[config.mk]
export PLATFORM = sky130hd
export DESIGN_NAME = icache_resp
export DESIGN_NICKNAME = d
export VERILOG_FILES = /design/src/rtl/icache_resp_pkg.sv /design/src/rtl/icache_array.sv /design/src/rtl/icache_resp.sv
export SDC_FILE = /design/constraint.sdc
export NUM_CORES = 2
export LEC_CHECK = 0
export CAP_MARGIN = 15
export CELL_PAD_IN_SITES_DETAIL_PLACEMENT = 1
export CELL_PAD_IN_SITES_GLOBAL_PLACEMENT = 2
export CORE_MARGIN = 10
export CORE_UTILIZATION = 50
export CTS_BUF_LIST = sky130_fd_sc_hd__clkbuf_8
export CTS_CLUSTER_SIZE = 25
export DETAILED_ROUTE_END_ITERATION = 7
export PLACE_DENSITY_LB_ADDON = 0.1
export SETUP_SLACK_MARGIN = 0.02
export SYNTH_ARGS = -nofsm -noshare
export SYNTH_HDL_FRONTEND = slang
export SYNTH_SLANG_ARGS = --single-unit
[constraint.sdc]
create_clock -name i_clk -period 5.26 [get_ports i_clk]
set_clock_uncertainty 0.1 [all_clocks]
set_input_delay 1.052 -clock i_clk [delete_from_list [all_inputs] [get_ports i_clk]]
set_output_delay 1.052 -clock i_clk [all_outputs]
set_load 0.03 [all_outputs]
[src/rtl/icache_resp_pkg.sv]
// icache_resp_pkg: shared constants, FSM state type and address-field widths for the instruction cache
package icache_resp_pkg;
  localparam logic [31:0] NOP_INST = 32'h00000033;
  typedef enum logic [1:0] {IDLE, REQ, WAIT} state_e;
  function automatic int ow_f(input int words);
    return $clog2(words);
  endfunction
  function automatic int iw_f(input int lines);
    return $clog2(lines);
  endfunction
  function automatic int tw_f(input int lines, input int words);
    return 30 - $clog2(lines) - $clog2(words);
  endfunction
endpackage

[src/rtl/icache_array.sv]
// icache_array: flop-based valid/tag/data storage with combinational read, one write port and invalidate-all
module icache_array import icache_resp_pkg::*; #(
  parameter int LINES = 16,
  parameter int WORDS = 4
) (
  input  logic                            clk_i,
  input  logic                            rst_ni,
  input  logic [iw_f(LINES)-1:0]          rd_idx_i,
  input  logic [ow_f(WORDS)-1:0]          rd_word_i,
  output logic                            rd_valid_o,
  output logic [tw_f(LINES, WORDS)-1:0]   rd_tag_o,
  output logic [31:0]                     rd_data_o,
  input  logic                            we_i,
  input  logic [iw_f(LINES)-1:0]          wr_idx_i,
  input  logic [ow_f(WORDS)-1:0]          wr_word_i,
  input  logic [tw_f(LINES, WORDS)-1:0]   wr_tag_i,
  input  logic [31:0]                     wr_data_i,
  input  logic                            set_valid_i,
  input  logic                            inv_i
);
  localparam int TW = tw_f(LINES, WORDS);
  logic [LINES-1:0] valid_q;
  logic [TW-1:0]    tag_q  [LINES];
  logic [31:0]      data_q [LINES][WORDS];
  // invalidate takes priority so a fence.i racing a final refill word leaves the line invalid
  always_ff @(posedge clk_i or negedge rst_ni) begin
    if (!rst_ni) valid_q <= '0;
    else if (inv_i) valid_q <= '0;
    else if (set_valid_i) valid_q[wr_idx_i] <= 1'b1;
  end
  always_ff @(posedge clk_i) begin
    if (we_i) begin
      tag_q[wr_idx_i] <= wr_tag_i;
      data_q[wr_idx_i][wr_word_i] <= wr_data_i;
    end
  end
  assign rd_valid_o = valid_q[rd_idx_i];
  assign rd_tag_o   = tag_q[rd_idx_i];
  assign rd_data_o  = data_q[rd_idx_i][rd_word_i];
endmodule

[src/rtl/icache_resp.sv]
// icache_resp: direct-mapped read-only instruction cache with zero-latency hits and sequential line refill
module icache_resp import icache_resp_pkg::*; #(
  parameter int LINES = 16,
  parameter int WORDS = 4
) (
  input  logic        i_clk,
  input  logic        i_rst_n,
  input  logic        i_req,
  input  logic [31:0] i_addr,
  output logic [31:0] o_rdata,
  output logic        o_busy,
  input  logic        i_inv,
  output logic        o_mem_ren,
  output logic [31:0] o_mem_addr,
  input  logic        i_mem_ready,
  input  logic        i_mem_valid,
  input  logic [31:0] i_mem_rdata
);
  localparam int OW = ow_f(WORDS);
  localparam int IW = iw_f(LINES);
  localparam int TW = tw_f(LINES, WORDS);
  state_e          state_q, state_d;
  logic [TW-1:0]   tag_q, tag_d;
  logic [IW-1:0]   idx_q, idx_d;
  logic [OW-1:0]   k_q, k_d;
  logic            blk_q, blk_d;
  logic [OW-1:0]   a_word;
  logic [IW-1:0]   a_idx;
  logic [TW-1:0]   a_tag;
  logic            rd_valid, hit, miss, we, set_v, unused_addr;
  logic [TW-1:0]   rd_tag;
  logic [31:0]     rd_data;
  assign a_word      = i_addr[2 +: OW];
  assign a_idx       = i_addr[2+OW +: IW];
  assign a_tag       = i_addr[31 -: TW];
  assign unused_addr = ^i_addr[1:0];
  assign hit         = i_req & rd_valid & (rd_tag == a_tag);
  // gating with reset keeps o_busy low while reset is held even if fetch keeps requesting
  assign miss        = i_req & ~hit & i_rst_n;
  assign o_busy      = (state_q != IDLE) | miss;
  assign o_rdata     = (state_q == IDLE && hit) ? rd_data : NOP_INST;
  assign o_mem_addr  = o_mem_ren ? {tag_q, idx_q, k_q, 2'b00} : '0;
  icache_array #(.LINES(LINES), .WORDS(WORDS)) u_array (
    .clk_i       (i_clk),
    .rst_ni      (i_rst_n),
    .rd_idx_i    (a_idx),
    .rd_word_i   (a_word),
    .rd_valid_o  (rd_valid),
    .rd_tag_o    (rd_tag),
    .rd_data_o   (rd_data),
    .we_i        (we),
    .wr_idx_i    (idx_q),
    .wr_word_i   (k_q),
    .wr_tag_i    (tag_q),
    .wr_data_i   (i_mem_rdata),
    .set_valid_i (set_v),
    .inv_i       (i_inv)
  );
  always_ff @(posedge i_clk or negedge i_rst_n) begin
    if (!i_rst_n) begin
      state_q <= IDLE;
      tag_q   <= '0;
      idx_q   <= '0;
      k_q     <= '0;
      blk_q   <= 1'b0;
    end else begin
      state_q <= state_d;
      tag_q   <= tag_d;
      idx_q   <= idx_d;
      k_q     <= k_d;
      blk_q   <= blk_d;
    end
  end
  always_comb begin
    state_d   = state_q;
    tag_d     = tag_q;
    idx_d     = idx_q;
    k_d       = k_q;
    we        = 1'b0;
    set_v     = 1'b0;
    o_mem_ren = 1'b0;
    case (state_q)
      IDLE: if (miss) begin
        state_d = REQ;
        tag_d   = a_tag;
        idx_d   = a_idx;
        k_d     = '0;
      end
      REQ: begin
        o_mem_ren = 1'b1;
        state_d   = i_mem_ready ? WAIT : REQ;
      end
      WAIT: if (i_mem_valid) begin
        we = 1'b1;
        if (k_q == OW'(WORDS - 1)) begin
          set_v   = ~blk_q;
          state_d = IDLE;
        end else begin
          k_d     = k_q + 1'b1;
          state_d = REQ;
        end
      end
      default: state_d = IDLE;
    endcase
    // a fence.i seen mid-refill must keep the refilled line from becoming valid
    blk_d = (state_d != IDLE) & (blk_q | (i_inv & (state_q != IDLE)));
  end
endmodule

==> flow_metrics.py <==
metrics = {
    "run_status": {
        "status": "finished, violations left",
        "violations": "negative setup slack",
    },
    "placed_design": {
        "portBuffers": 131,
        "dp_hpwl_um": 150000,
        "routabilityCongestion": 0.771,
        "dpl.cell_count": 6654,
        "post-place-ws_ps": -135,
    },
    "timing": {
        "setup_viol_count_final": 13,
        "setup-tns-final_ps": -262,
        "layout_min_cycle_time_ps": 5300,
        "worstMarginPinSlew_ps": 1160,
        "final_max_slew_viol_count": 0,
        "hold_violations": 0,
        "rsz0062_at_grt": "true",
        "finalWorstSetupSlack_ps": -37.9,
        "post-route-period-util_pct": 101,
        "max_freq_mhz": 189,
        "relSlewSlack_pct": 22.5,
    },
    "die": {
        "fp.dieW_um": 457,
        "num_io_pins": 136,
        "fp-row-count": 160,
        "start_util_pct": 50.3,
        "core_um2": 190000,
        "die_h_um": 457,
        "die_area_um2": 209000,
    },
    "setup_path": {
        "worstSetupEndpointType": "output pin",
        "r2r_slack_ps": 1720,
        "path_max_fanout": 28,
        "crit_arrival_ps": 4150,
        "cp.required_ps": 4110,
        "critPathLaunchType": "input port",
        "critical_path_class": "input port to output pin",
    },
    "cts": {
        "numCtsBuffers": 413,
        "clockBufferDepth": 4,
        "htree_levels": 5,
        "clockRootBuffer": "clkbuf_8",
        "cts.sink_count": 2481,
        "clkTransAtPathRegs_ps": 50,
        "insertion_delay_ps": 1070,
        "cts_tree": "yes",
    },
    "logic_synthesis": {
        "async_reset_ff_share_pct": 1.98,
        "synth-edff-count": 2432,
        "synth_warnings": 0,
        "ys_types": 59,
        "synth.avg_cell_area_um2": 24.3,
        "ys_ff_latch": 2481,
        "netlist_area_um2": 95600,
        "ys_seq_area_share_pct": 77.7,
        "ys.flop_type": "edfxtp_1",
        "synthCells": 3925,
    },
    "power": {
        "leakage_uw": 0.0359,
        "vdd_ir_drop_max_mv": 0.277,
        "p_per_area_nw_per_um2": 376,
        "finalPower_uw": 41700,
    },
    "cells_and_area": {
        "nets": 4660,
        "synthToLayoutAreaGrowth_pct": 16.1,
        "final_common_cell": "edfxtp_1",
        "drive_gt1_share_pct": 36.5,
        "stdcell_count": 7407,
        "most-common-layout-cells": "edfxtp_1 (2432), mux4_2 (740), clkbuf_8 (431)",
    },
    "global_route": {
        "grt_max_degree": 79,
        "grt_pass1_vias": 48200,
        "grt_pass1_wl_um": 373000,
        "track_usage_pct": 25.1,
        "antenna_found_initial": 23,
        "grt_overflow_total": 0,
    },
    "flow_run": {
        "drv_cap": 0,
    },
    "drt": {
        "via_per_inst": 6.26,
        "drc": 0,
        "vias": 46400,
        "drtAntennaViolNets": 0,
        "wl_per_cell_um": 35.9,
        "firstDrtPassIters": 8,
        "drt_iter0_drc": 5221,
        "wirelength_um": 266000,
    },
    "min_path": {
        "hp-class": "input port to asynchronous set/reset pin",
    },
}
power breakdown:
part	switching [uW]	total [uW]	internal, uW
Sequential	592	23100	22500
Clock	7540	15500	7960
Combinational	1800	3150	1350
layout make-up:
type	instances	area (um^2)
clock inverters	287	1410
diodes	8	20.0
well taps	2511	3140
fillers	15700	79200
multi-input cells	1234	20700
repair buffers	448	5460
inverters	8	30.0
flip-flops and latches	2481	74300
clock buffers	430	5920
synthesized netlist by cell type, drive strengths merged, types with 5 or more instances:
| master | count | area share, % |
|---|---|---|
| nor3 | 10 | 0.052 |
| mux2 | 45 | 0.61 |
| edfxtp | 2432 | 76 |
| and2 | 95 | 0.62 |
| or3 | 6 | 0.039 |
| inv | 8 | 0.031 |
| mux2i | 63 | 0.66 |
| clkbuf | 102 | 0.40 |
| o21ai | 13 | 0.072 |
| nand2 | 20 | 0.079 |
| dfrtp | 49 | 1.3 |
| nor2b | 40 | 0.26 |
| a22o | 10 | 0.092 |
| nand4 | 6 | 0.039 |
| mux4 | 744 | 18 |
| nor2 | 47 | 0.18 |
| xor2 | 15 | 0.14 |
| nand2b | 7 | 0.046 |
| buf | 101 | 0.60 |
| a22oi | 21 | 0.16 |
| a21oi | 25 | 0.13 |
| nor4 | 6 | 0.039 |
| o22ai | 6 | 0.039 |
| o211ai | 5 | 0.039 |
| nand3 | 8 | 0.042 |
timing repair:
item | CTS | global route
pin swaps | 1 | 5
resized for setup | 14 | 60
buffers inserted | 0 | 16
gates cloned | 0 | 3
hold buffers | 0 | 0
setup endpoints to repair | 33 | 33
endpoints found under the hold margin | 0 | 0
metrics by stage:
step	instance area (um^2)	hold slack, ps	util [%]
6_report	111000	123	58.3
2_1_floorplan	95600	357	-
3_3_place_gp	103000	371	54.1
3_5_place_dp	103000	385	54.1
4_1_cts	110000	29.7	58.0
5_1_grt	111000	101	58.3
path summary, 6_finish.rpt:
| path | start | endpoint | cells after the start |
|---|---|---|---|
| max | i_addr[4] | o_rdata[7] | 11 |
| max in group asynchronous | i_rst_n | tag_q[10] | 2 |
| min in group i_clk | i_mem_rdata[22] | u_array.data_q[4][22] | 1 |
| min reg2reg | u_array.valid_q[11] | u_array.valid_q[11] | 2 |
| min | i_rst_n | tag_q[3] | 2 |
| max reg2reg | state_q[0] | u_array.data_q[2][52] | 5 |
logic make-up (layout without fill, tap and decap cells):
logic type      after synthesis  after routing  synth area share (%)
compound gates              101            101                 0.736
xor+xnor                     19             19                 0.174
fa+ha+maj                     4              4                0.0524
buf+inv                     211           1173                  1.03
flops                      2481           2481                  77.7
mux                         852            852                  18.8
other cells                   1             10               0.00392
simple gates                256            256                  1.49
metal layers:
metal / GRT usage [%] / part of all wire (%) / vias up
li1: - / - / 18300
met3: 4.87 / 7.3 / 421
met2: 39.9 / 49 / 2041
met4: 6.51 / 2.1 / 6
met1: 36.1 / 42 / 25600
met5: 0 / 0.017 / -
state kept, by name, summed over array words and instances, names as in the netlist:
register         flops
blk_q                1
idx_q                4
k_q                  2
state_q              2
tag_q               24
u_array.data_q    2048
u_array.tag_q      384
u_array.valid_q     16
critical path: stages:
cell     delay (ps)
buf_12          130
buf_12          140
buf_4           190
buf_16          230
buf_16          270
mux4_2          530
mux4_2          550
mux4_2          540
nor2b_1         160
buf_4           150
buf_12          130
Power figures use the tool's default switching activity.
